[src/rtl/ifmap_stream_feeder.sv]
// Streams IFmap rows from source memory into a PE IFmap buffer with start/end tags.
// Define IFMAP_FEEDER_PREFETCH_EN for the 1 word/cycle skid-queue variant.
module ifmap_stream_feeder #(
   parameter int IFMAP_BUFFER_WIDTH = 8,
   parameter int IFMAP_SPAD_WIDTH   = 6,
   parameter int SRC_ADDR_WIDTH     = 10,
   parameter int ROW_LEN_WIDTH      = 6,
   parameter int ROW_CNT_WIDTH      = 6
) (
   input  logic                          clk,
   input  logic                          rst,
   input  logic                          start,
   input  logic [SRC_ADDR_WIDTH-1:0]     base_addr,
   input  logic [ROW_LEN_WIDTH-1:0]      row_len,
   input  logic [ROW_CNT_WIDTH-1:0]      row_cnt,
   output logic                          src_ren,
   output logic [SRC_ADDR_WIDTH-1:0]     src_addr,
   input  logic [IFMAP_SPAD_WIDTH-1:0]   src_dout,
   output logic [IFMAP_BUFFER_WIDTH-1:0] buffer_din,
   output logic                          buffer_write_enable,
   input  logic                          buffer_ready,
   input  logic                          buffer_full,
   output logic                          busy,
   output logic                          done
);

   localparam int DW = IFMAP_BUFFER_WIDTH - 2;

   logic                      accept_ok;
   logic [ROW_LEN_WIDTH-1:0]  len_q;
   logic [ROW_LEN_WIDTH-1:0]  col_q;
   logic [SRC_ADDR_WIDTH-1:0] addr_q;
   logic [DW-1:0]             data_ext;
   logic                      col_first;
   logic                      col_last;

   assign accept_ok = buffer_ready && !buffer_full;
   assign col_first = (col_q == '0);
   assign col_last  = (col_q == len_q - ROW_LEN_WIDTH'(1));
   assign src_addr  = addr_q;

   always_comb begin
      data_ext = '0;
      data_ext[IFMAP_SPAD_WIDTH-1:0] = src_dout;
   end

`ifndef IFMAP_FEEDER_PREFETCH_EN

   typedef enum logic [2:0] {
      S_IDLE,
      S_FETCH,
      S_CAPTURE,
      S_PUSH,
      S_DONE
   } state_t;

   state_t                        state_q;
   state_t                        state_d;
   logic [ROW_CNT_WIDTH-1:0]      cnt_q;
   logic [ROW_CNT_WIDTH-1:0]      row_q;
   logic [IFMAP_BUFFER_WIDTH-1:0] hold_q;
   logic                          last_word;

   assign last_word  = col_last && (row_q == cnt_q - ROW_CNT_WIDTH'(1));
   assign buffer_din = hold_q;

   always_ff @(posedge clk or negedge rst) begin
      if (!rst) state_q <= S_IDLE;
      else      state_q <= state_d;
   end

   always_comb begin
      state_d             = state_q;
      src_ren             = 1'b0;
      buffer_write_enable = 1'b0;
      busy                = 1'b0;
      done                = 1'b0;
      unique case (state_q)
         S_IDLE: begin
            if (start) state_d = S_FETCH;
         end
         S_FETCH: begin
            busy    = 1'b1;
            src_ren = 1'b1;
            state_d = S_CAPTURE;
         end
         S_CAPTURE: begin
            busy    = 1'b1;
            state_d = S_PUSH;
         end
         S_PUSH: begin
            busy = 1'b1;
            if (accept_ok) begin
               buffer_write_enable = 1'b1;
               state_d = last_word ? S_DONE : S_FETCH;
            end
         end
         S_DONE: begin
            done    = 1'b1;
            state_d = S_IDLE;
         end
         default: state_d = S_IDLE;
      endcase
   end

   always_ff @(posedge clk or negedge rst) begin
      if (!rst) begin
         len_q  <= '0;
         cnt_q  <= '0;
         col_q  <= '0;
         row_q  <= '0;
         addr_q <= '0;
         hold_q <= '0;
      end else begin
         if (state_q == S_IDLE && start) begin
            len_q  <= row_len;
            cnt_q  <= row_cnt;
            addr_q <= base_addr;
            col_q  <= '0;
            row_q  <= '0;
         end
         if (state_q == S_CAPTURE) begin
            hold_q <= {col_first, col_last, data_ext};
         end
         if (state_q == S_PUSH && accept_ok) begin
            addr_q <= addr_q + SRC_ADDR_WIDTH'(1);
            if (col_last) begin
               col_q <= '0;
               row_q <= row_q + ROW_CNT_WIDTH'(1);
            end else begin
               col_q <= col_q + ROW_LEN_WIDTH'(1);
            end
         end
      end
   end

`else

   localparam int TW = ROW_LEN_WIDTH + ROW_CNT_WIDTH;

   typedef enum logic [1:0] {
      S_IDLE,
      S_RUN,
      S_DONE
   } state_t;

   state_t                        state_q;
   state_t                        state_d;
   logic [IFMAP_BUFFER_WIDTH-1:0] q_mem [2];
   logic                          q_head_q;
   logic                          q_tail_q;
   logic [1:0]                    q_cnt_q;
   logic                          pend_q;
   logic [1:0]                    pend_tag_q;
   logic [TW-1:0]                 rd_left_q;
   logic [TW-1:0]                 wr_left_q;
   logic                          q_empty;
   logic                          have_word;
   logic                          pop;
   logic                          issue;
   logic                          q_push;
   logic                          q_pop;
   logic [2:0]                    occ;
   logic [IFMAP_BUFFER_WIDTH-1:0] pend_word;

   // pend_q marks a read whose data is on src_dout this cycle
   assign q_empty   = (q_cnt_q == 2'd0);
   assign pend_word = {pend_tag_q, data_ext};
   assign have_word = !q_empty || pend_q;
   assign occ       = {1'b0, q_cnt_q} + {2'b00, pend_q};
   assign q_pop     = pop && !q_empty;
   assign q_push    = pend_q && !(pop && q_empty);

   always_comb begin
      buffer_din = '0;
      if (!q_empty)   buffer_din = q_mem[q_head_q];
      else if (pend_q) buffer_din = pend_word;
   end

   always_ff @(posedge clk or negedge rst) begin
      if (!rst) state_q <= S_IDLE;
      else      state_q <= state_d;
   end

   always_comb begin
      state_d             = state_q;
      src_ren             = 1'b0;
      buffer_write_enable = 1'b0;
      busy                = 1'b0;
      done                = 1'b0;
      pop                 = 1'b0;
      issue               = 1'b0;
      unique case (state_q)
         S_IDLE: begin
            if (start) state_d = S_RUN;
         end
         S_RUN: begin
            busy  = 1'b1;
            pop   = have_word && accept_ok;
            issue = (rd_left_q != '0) && accept_ok && (occ < 3'd2);
            src_ren             = issue;
            buffer_write_enable = pop;
            if (pop && wr_left_q == TW'(1)) state_d = S_DONE;
         end
         S_DONE: begin
            done    = 1'b1;
            state_d = S_IDLE;
         end
         default: state_d = S_IDLE;
      endcase
   end

   always_ff @(posedge clk or negedge rst) begin
      if (!rst) begin
         len_q      <= '0;
         col_q      <= '0;
         addr_q     <= '0;
         rd_left_q  <= '0;
         wr_left_q  <= '0;
         pend_q     <= 1'b0;
         pend_tag_q <= '0;
         q_head_q   <= 1'b0;
         q_tail_q   <= 1'b0;
         q_cnt_q    <= '0;
         q_mem[0]   <= '0;
         q_mem[1]   <= '0;
      end else begin
         if (state_q == S_IDLE && start) begin
            len_q     <= row_len;
            addr_q    <= base_addr;
            col_q     <= '0;
            rd_left_q <= TW'(row_len) * TW'(row_cnt);
            wr_left_q <= TW'(row_len) * TW'(row_cnt);
         end
         pend_q <= issue;
         if (issue) begin
            pend_tag_q <= {col_first, col_last};
            addr_q     <= addr_q + SRC_ADDR_WIDTH'(1);
            rd_left_q  <= rd_left_q - TW'(1);
            col_q      <= col_last ? '0 : col_q + ROW_LEN_WIDTH'(1);
         end
         if (pop) wr_left_q <= wr_left_q - TW'(1);
         if (q_push) begin
            q_mem[q_tail_q] <= pend_word;
            q_tail_q        <= ~q_tail_q;
         end
         if (q_pop) q_head_q <= ~q_head_q;
         if (q_push && !q_pop)      q_cnt_q <= q_cnt_q + 2'd1;
         else if (q_pop && !q_push) q_cnt_q <= q_cnt_q - 2'd1;
      end
   end

`endif

endmodule
[config.mk]
export PLATFORM = sky130hd
export DESIGN_NAME = ifmap_stream_feeder
export DESIGN_NICKNAME = d
export VERILOG_FILES = /design/src/rtl/ifmap_stream_feeder.sv
export SDC_FILE = /design/constraint.sdc
export NUM_CORES = 1
export LEC_CHECK = 0
export ABC_CLOCK_PERIOD_IN_PS = 1900
export BUFFER_PORTS_ARGS = -buffer_cell sky130_fd_sc_hd__buf_2
export CAP_MARGIN = 20
export CORE_MARGIN = 3
export CORE_UTILIZATION = 49
export DETAILED_ROUTE_END_ITERATION = 10
export PLACE_DENSITY = 0.73
export SLEW_MARGIN = 20
export SYNTH_ARGS = -nofsm -noshare
export SYNTH_HDL_FRONTEND = slang
export SYNTH_SLANG_ARGS = --single-unit
[constraint.sdc]
create_clock -name clk -period 1.9 [get_ports clk]
set_input_delay 0.38 -clock clk [delete_from_list [all_inputs] [get_ports clk]]
set_output_delay 0.38 -clock clk [all_outputs]
set_load 0.02 [all_outputs]
==> key figures, run 1 <==
Power
  • Total chip power: 5.03 mW
  • Largest vdd supply drop: 718 uV
  • Comb power frac: 50.9%
  • Int Power: 2.83 mW
  • Portion of total power attributed to sequential cells: 34.0%
  • Leakage power total: 1.47 nW
  • Switch share: 43.6%
  • Proportion of power drawn by the clock network: 15.2%
  • Power per unit of standard cell area: 1580 nW/um^2
  • P_sw: 2.19 mW

Yosys
  • Fraction of post-synthesis cell area in the top cell type by area: 44.9%
  • Mean Syn Cell Area: 9.26 sq um
  • Leading cell types by count after synthesis: 46 x nand2_1, 45 x dfrtp_1, 18 x nor2_1
  • Cell with the most instances after synthesis: nand2_1
  • Cell variety after synth: 47
  • Synth Net Count: 310
  • Synthesized flop and latch total: 45
  • Number of flops mapped to enable cells by yosys: 0
  • Ys flop type: dfrtp_1
  • Synth area leader: dfrtp_1
  • Post-Synthesis Cells: 271
  • Portion of the post-synthesis area used by sequential elements: 44.9%
  • Synthesized cell area: 2510 sq um
  • Share of synthesized registers carrying an async set or reset: 100%
  • Warning count from the yosys run: 0
  • Largest cells by area after synthesis: dfrtp_1 45%, nand2_1 6.9%, xnor2_1 3.8%, mux2_2 3.1%, ha_1 3.0%

Critical path
  • CP endpoint kind: flip-flop
  • Critical path, cell by cell: inv_1, ha_4, or3_1, nand3_2, o22a_4, a21oi_2, a221o_1
  • Cell type group with the largest total delay on the critical path: compound AO/OA/AOI/OAI gates
  • Worst setup SP type: flip-flop
  • Crit Path Class: reg2reg
  • Worst endpoint data arrival time: 2060 ps
  • CP Buf/Inv Count: 1
  • Slowest CP cell: or3_1
  • Crit path required time: 2090 ps
  • Worst stage delay on the critical path: 390 ps
  • Crit Path Max Fanout: 7

Detailed routing
  • Via count: 2230
  • Final routed wirelength across all metal layers: 6200 um
  • Initial DRC count: 131
  • First-pass detailed-route iteration total: 4
  • Number of routed nets with antenna violations: 0
  • Mean routed wirelength per cell: 15.3 um
  • Vias per Instance: 5.51
  • DRC Markers: 0

Floorplanning
  • Initial Util: 51.7%
  • Rows: 25
  • Die height: 77.6 um
  • Width of the chip: 77.6 um
  • Number of top-level pins: 55
  • Core ar.: 4850 sq um
  • Die area: 6010 sq um

Timing
  • Max-slew violation count: 0
  • Post-route fraction of the period consumed by the critical path: 98.3%
  • Hold Violations, Final: 0
  • Final Critical Period: 1870 ps
  • Max_slew headroom: 65.7%
  • Pin slew with the least headroom to its limit: 513 ps
  • Worst setup skew after layout: 10.4 ps
  • Maximum clock frequency: 0.535 GHz
  • Total of endpoints with negative setup slack in the final report: 0

Final layout
  • Filler Cell Count: 403
  • Layout area overhead: 26.5%
  • Area of the multi-input gates: 1380 sq um
  • Total number of nets in the final design: 376
  • Utilization after layout: 65.5%
  • Diodes inserted: 0
  • Storage cell area: 1130 sq um
  • Proportion of layout cells with a drive suffix above 1: 33.4%

Flow run
  • Max-cap violations: 0

Status
  • Run status: complete, no violations

Placement
  • Buffers on Ports: 54
  • GP Congestion: 0.822
  • Placed wire-length estimate after detailed placement: 4180 um

Clocking
  • CTS tree: done
  • Number of CTS-inserted buffers: 5
  • Clock transition time at the flip-flop clock pins of the worst setup and hold paths: 80 ps
  • Library cell used as clock root buffer: clkbuf_8
  • Clock H-tree levels: 2
  • Worst-Skew Late Latency: 310 ps
  • Number of sinks driven by the clock tree: 45
  • Buffer levels on the longest clock path: 2

Global route
  • Remaining global-route overflow: 0
  • Via count of the first global-routing pass: 2108
  • Pin count of the biggest net entering global routing: 28
  • Wire length of the first global-routing pass: 9800 um
  • Antenna violations before repair: 0
  • Total global-route track usage: 20.4%

Hold path
  • Class of the tightest hold or removal check: in2async
==> layer usage <==
metal,GRT usage (%),part of all wire (%),up-vias
li1,-,-,1087
met1,25.5,44,1078
met2,34.1,49,54
met3,3.94,5.1,11
met4,9.43,1.8,0
met5,0,0,-
==> flip-flops by register name, summed over array words and instances, names as in the netlist <==
register    count
src_addr       10
row_q           6
col_q           6
buffer_din      8
cnt_q           6
state_q         3
len_q           6
==> worst register-to-register path, cell delays in order, from the launching register on <==
cell and delay [ps]:
dfrtp_1 360, inv_1 70, ha_4 180, or3_1 390, nand3_2 110, o22a_4 250, a21oi_2 100, a221o_1 300
==> path summary, 6_finish.rpt <==
check                           start       end  slack, ps  cells after the start
setup reg to reg             len_q[1]  col_q[3]         30                      7
hold reg to reg              cnt_q[5]  cnt_q[5]        500                      2
max in group asynchronous         rst  col_q[3]       1380                      2
min in group clk           row_len[4]  len_q[4]        260                      3
hold / removal                    rst  cnt_q[5]         20                      1
setup / recovery             len_q[1]  col_q[3]         30                      7
==> kinds of logic (layout without fill, tap and decap cells) <==
kind of cell             Yosys count  after routing  synth area share [%]
AO/OA/AOI/OAI                     54             55                  15.0
XOR/XNOR                          14             14                  4.89
adder cells (fa/ha/maj)            6              6                  2.99
buffers and inverters             26             92                  4.64
flip-flops                        45             45                  44.9
multiplexers                      13             13                  5.54
AND/OR/NAND/NOR                  113            113                  22.1
==> metrics by stage <==
stage                     area (sq um)  setup TNS [ps]  setup WS, ps  cells  hold WS [ps]
after global placement            2890               0          26.5    390           357
final                             3170               0          31.7    405          19.3
after CTS                         3020               0          24.6    398          31.6
after detailed placement          2890            -173         -69.1    390           361
after floorplan                   2510               0          49.3    271          84.4
after global routing              3170           -81.9         -26.7    405          43.6
==> power groups by stage <==
stage,sequential [mW],clock (mW),combinational (mW)
2_1_floorplan,1.82,0,1.46
3_3_place_gp,1.68,0,2.12
3_5_place_dp,1.70,0,2.18
4_1_cts,1.68,0.774,2.23
5_1_grt,1.76,0.810,2.83
6_report,1.71,0.762,2.56
==> what timing repair did <==
item / in CTS / in global routing
resized for setup: 3 / 22
hold buffers: 0 / 0
gates cloned: 0 / 2
pin swaps: 0 / 3
setup buffers: 0 / 5
endpoints found under the hold margin: 0 / 0
setup endpoints to repair: 5 / 10
==> area by class of cell <==
type	count	share of cell area, %
Multi-Input combinational cell	201	43.5
Sequential cell	45	35.6
Timing Repair Buffer	72	13.2
Clock buffer	7	2.72
Tap cell	67	2.64
Inverter	12	1.42
Clock inverter	1	0.946
==> placed cells by master (no fill, tap or decap), types with 4 or more instances in the layout <==
cell type and instances:
a21oi_1 9, and2_1 4, buf_2 55, buf_4 15, clkbuf_8 6, dfrtp_1 43
ha_1 5, inv_1 11, mux2_2 7, mux2i_1 5, nand2_1 46, nand3_1 11
nand4_1 4, nor2_1 17, nor3_1 4, o21ai_0 14, o22ai_1 4, xnor2_1 10
Note: power is estimated with default switching activity, not from simulation.
==> run 2, diff against run 1 <==
Settings changed: PLACE_DENSITY 0.73 to 0.72, SETUP_SLACK_MARGIN set to 0.05.
==> key figures, run 2 (synthesized netlist as in run 1, its figures left out) <==
Timing
  • Max-slew violation count: 0
  • RSZ-0062 raised after global routing: true
  • Final TNS setup: 0 ps
  • Worst setup skew after layout: 8.34 ps
  • Max_slew headroom: 62.2%
  • Post-route fraction of the period consumed by the critical path: 95.3%
  • Hold Violations, Final: 0
  • Total of endpoints with negative setup slack in the final report: 0
  • Least setup slack across all paths after layout: 89.0 ps
  • Pin slew with the least headroom to its limit: 567 ps
  • Maximum clock frequency: 0.552 GHz
  • Final Critical Period: 1810 ps

Critical path
  • Number of cell instances on the worst register-to-register path: 7
  • Worst endpoint data arrival time: 2000 ps
  • Worst setup SP type: flip-flop
  • Slowest CP cell: dfrtp_1
  • CP endpoint kind: flip-flop
  • Crit Path Class: reg2reg
  • CP Buf/Inv Count: 2
  • Crit Path Max Fanout: 7
  • Cell type group with the largest total delay on the critical path: flip-flops
  • Worst stage delay on the critical path: 390 ps
  • Critical path, cell by cell: inv_2, ha_4, xnor2_4, nor4_4, buf_6, a21oi_4, a221o_1
  • Crit path required time: 2090 ps
  • Path length in cells of the critical path: 7

Final layout
  • Non-filler instance count after layout: 404
  • Proportion of layout cells with a drive suffix above 1: 33.2%
  • Storage cell area: 1130 sq um
  • Most frequent cells in the layout: 55 x buf_2, 46 x nand2_1, 44 x dfrtp_1, 18 x nor2_1, 16 x buf_4
  • Layout area overhead: 25.6%
  • Diodes inserted: 0
  • Number of flip-flops under the largest register name: 10
  • Final instance area: 3150 sq um
  • Total number of nets in the final design: 375
  • Area of the multi-input gates: 1400 sq um
  • Filler Cell Count: 401
  • Utilization after layout: 65.0%
  • Most common cell after layout, fill and taps aside: buf_2

Power
  • Largest vdd supply drop: 753 uV
  • Power per unit of standard cell area: 1560 nW/um^2
  • Leakage power total: 1.45 nW

Clocking
  • Buffer levels on the longest clock path: 2
  • CTS tree: done
  • Worst-Skew Late Latency: 300 ps
  • Clock transition time at the flip-flop clock pins of the worst setup and hold paths: 90 ps
  • Number of CTS-inserted buffers: 5
  • Clock H-tree levels: 2
  • Library cell used as clock root buffer: clkbuf_8
  • Number of sinks driven by the clock tree: 45
  • Post-CTS Hold Fix Bufs: 0

Detailed routing
  • Final routed wirelength across all metal layers: 5570 um
  • First-pass detailed-route iteration total: 4
  • Via count: 2164
  • DRC Markers: 0
  • Vias per Instance: 5.36
  • Number of routed nets with antenna violations: 0
  • Initial DRC count: 81
  • Mean routed wirelength per cell: 13.8 um

Floorplanning
  • Rows: 25
  • Initial Util: 51.7%
  • Die area: 6010 sq um
  • Width of the chip: 77.6 um
  • Number of top-level pins: 55
  • Core ar.: 4850 sq um
  • Die height: 77.6 um

Placement
  • GP Congestion: 0.794
  • Place WS: -6.79 ps
  • Placed wire-length estimate after detailed placement: 4020 um
  • Cell Area, Placed: 2890 sq um
  • Buffers on Ports: 54
  • Placed cells: 391

Global route
  • Wire length of the first global-routing pass: 9430 um
  • Total global-route track usage: 19.5%
  • Via count of the first global-routing pass: 2056
  • Remaining global-route overflow: 0
  • Antenna violations before repair: 0
  • Pin count of the biggest net entering global routing: 46

Flow run
  • Max-cap violations: 0

Hold path
  • Class of the tightest hold or removal check: in2async

Status
  • Run status: complete, no violations
run 2: cell count changes in the layout (fill, tap and decap cells not counted), moves of 2 or more:
cell        change
clkinvlp_4      +2
inv_1           -2
a21oi_2         -2
a211oi_1        +2
xnor2_1         -4
xnor2_2         +3
run 2: layout make-up:
class                           count  area share (%)
Multi-Input combinational cell    200            44.4
Sequential cell                    45            35.8
Timing Repair Buffer               72            12.9
Tap cell                           67            2.66
Clock buffer                        7            2.42
Inverter                           12            1.55
Clock inverter                      1           0.238
run 2: power by group:
part	switching, mW	internal (mW)	leakage, nW
clock	0.317	0.261	0.0385
sequential	0.376	1.31	0.550
combinational	1.42	1.21	0.860
run 2: what timing repair did:
action,CTS,global route
endpoints found under the setup margin,7,15
gates resized for setup,3,24
buffers inserted,1,3
gates cloned,1,0
endpoints found under the hold margin,0,0
pin swaps,1,5
run 2: final timing paths:
| kind | to | from | slack, ps |
|---|---|---|---|
| setup / recovery | col_q[3] | len_q[0] | 90 |
| hold / removal | row_q[2] | rst | 150 |
| max in group asynchronous | col_q[3] | rst | 1340 |
| hold reg to reg | buffer_din[7] | buffer_din[7] | 500 |
| setup reg to reg | col_q[3] | len_q[0] | 90 |
| min in group clk | len_q[2] | row_len[2] | 270 |
run 2: routing by layer:
metal  global-route usage (%)  wire length, um
met1                     25.2             2390
met2                     31.6             2810
met3                     6.03              321
met4                     5.69               51
met5                        0                0
run 2: through the flow:
stage                     hold WS [ps]  power [mW]
final                              152        4.90
after global routing               192        5.29
after CTS                          179        4.53
after detailed placement           482        3.86
after global placement             460        3.81
after floorplan                   84.4        3.28
==> run 3, diff against run 2 <==
Settings changed: CTS_BUF_LIST set to sky130_fd_sc_hd__clkbuf_4 sky130_fd_sc_hd__clkbuf_8 sky130_fd_sc_hd__clkbuf_16, TNS_END_PERCENT set to 50.
==> key figures, run 3 (synthesized netlist as in run 1, its figures left out) <==
Floorplanning
  • Initial Util: 51.7%
  • Core ar.: 4850 sq um
  • Number of top-level pins: 55
  • Die area: 6010 sq um
  • Width of the chip: 77.6 um
  • Rows: 25
  • Die height: 77.6 um

Critical path
  • Reg2reg start: len_q[0]
  • Origin of the worst setup path: len_q[0]
  • Crit Path Max Fanout: 7
  • CP endpoint kind: flip-flop
  • Worst setup SP type: flip-flop
  • Critical path destination: col_q[3]
  • Crit path required time: 2080 ps
  • Number of cell instances on the worst register-to-register path: 7
  • Critical path, cell by cell: inv_2, ha_4, xnor2_4, nor4_4, buf_6, a21oi_4, a221o_1
  • Crit Path Class: reg2reg
  • Slowest CP cell: dfrtp_1
  • Worst stage delay on the critical path: 390 ps
  • Worst endpoint data arrival time: 2000 ps
  • Reg2Reg Capture Point: col_q[3]
  • Internal reg-to-reg setup slack: 90 ps

Status
  • Run status: complete, no violations

Global route
  • Wire length of the first global-routing pass: 9430 um
  • Total global-route track usage: 19.5%
  • Pin count of the biggest net entering global routing: 46
  • Remaining global-route overflow: 0
  • Via count of the first global-routing pass: 2051
  • Antenna violations before repair: 0

Detailed routing
  • DRC Markers: 0
  • Via count: 2158
  • Number of routed nets with antenna violations: 0
  • Initial DRC count: 74
  • Final routed wirelength across all metal layers: 5560 um
  • Vias per Instance: 5.34
  • First-pass detailed-route iteration total: 4
  • Mean routed wirelength per cell: 13.8 um

Final layout
  • Most frequent cells in the layout: 55 x buf_2, 46 x nand2_1, 44 x dfrtp_1, 18 x nor2_1, 16 x buf_4
  • Proportion of layout cells with a drive suffix above 1: 33.8%
  • Filler Cell Count: 402
  • Number of flip-flops under the largest register name: 10
  • Total number of nets in the final design: 375
  • Most common cell after layout, fill and taps aside: buf_2
  • Diodes inserted: 0
  • Layout area overhead: 25.9%

Timing
  • Hold Violations, Final: 0
  • Worst setup skew after layout: 9.15 ps
  • Pin slew with the least headroom to its limit: 567 ps
  • Max_slew headroom: 62.2%
  • Maximum clock frequency: 0.552 GHz
  • Final TNS setup: 0 ps
  • Total of endpoints with negative setup slack in the final report: 0
  • Final Critical Period: 1810 ps
  • Minimum hold slack: 156 ps
  • Post-route fraction of the period consumed by the critical path: 95.3%
  • Max-slew violation count: 0
  • RSZ-0062 raised after global routing: true

Clocking
  • Number of sinks driven by the clock tree: 45
  • Buffer levels on the longest clock path: 2
  • Clock transition time at the flip-flop clock pins of the worst setup and hold paths: 80 ps
  • Worst-Skew Late Latency: 300 ps
  • Number of CTS-inserted buffers: 5
  • Library cell used as clock root buffer: clkbuf_8
  • CTS tree: done
  • Clock H-tree levels: 2

Power
  • Power per unit of standard cell area: 1560 nW/um^2
  • Largest vdd supply drop: 753 uV
  • Leakage power total: 1.46 nW

Flow run
  • Max-cap violations: 0

Hold path
  • Class of the tightest hold or removal check: in2async

Placement
  • Placed wire-length estimate after detailed placement: 4020 um
  • Buffers on Ports: 54
  • GP Congestion: 0.794
[run 3: cell counts in the layout (fill, tap and decap cells not counted)]
No cell type changed its count.
[run 3: layout make-up]
class	instances	area (sq um)	area share (%)
Clock buffer	7	83.8	2.65
Tap cell	67	83.8	2.65
Clock inverter	1	7.51	0.238
Multi-Input combinational cell	200	1400	44.3
Inverter	12	48.8	1.55
Timing Repair Buffer	72	407	12.9
Sequential cell	45	1130	35.7
[run 3: worst min path at each step]
stage                       start            end  slack, ps  cells past startpoint
finish                        rst       row_q[2]        160                      2
global placement    buffer_din[7]  buffer_din[7]        460                      2
floorplan                     rst  buffer_din[0]         80                      0
global route                  rst       cnt_q[2]        190                      2
detailed placement  buffer_din[7]  buffer_din[7]        480                      2
CTS                           rst       cnt_q[4]        180                      2
[run 3: timing repair]
item                       CTS  global route
setup buffers                1             3
resized for setup            3            24
hold buffers                 0             0
gates cloned                 1             0
pin swaps                    1             5
setup endpoints to repair    7            15
[run 3: power breakdown]
group | internal, mW | switching, mW
logic | 1.21 | 1.43
clock network | 0.289 | 0.321
registers | 1.31 | 0.375
[run 3: routing by layer]
| metal | vias to the layer above | wire (um) | GRT usage [%] |
|---|---|---|---|
| li1 | 1088 | - | - |
| met1 | 1016 | 2460 | 25.2 |
| met2 | 44 | 2770 | 31.6 |
| met3 | 10 | 267 | 6.03 |
| met4 | 0 | 65 | 5.69 |
| met5 | - | 0 | 0 |
[run 3: critical path: cells and delay by family, from the launching register on]
kind	cells	cell delay (ps)
DFF	1	390
AOI/OAI and AO/OA	2	360
and+or+nand+nor	1	330
buffers and inverters	2	270
adders and majority gates	1	210
xor gates and xnor gates	1	130
[run 3: through the flow]
stage               cells  instance area (sq um)  power, mW  util [%]  setup WS (ps)
floorplan             271                   2510       3.28         -           79.9
global placement      391                   2890       3.81      59.6           49.1
detailed placement    391                   2890       3.86      59.6          -6.79
CTS                   401                   3010       4.56      62.0           55.1
global route          404                   3160       5.32      65.1           2.59
finish                404                   3160       4.94      65.1           88.4
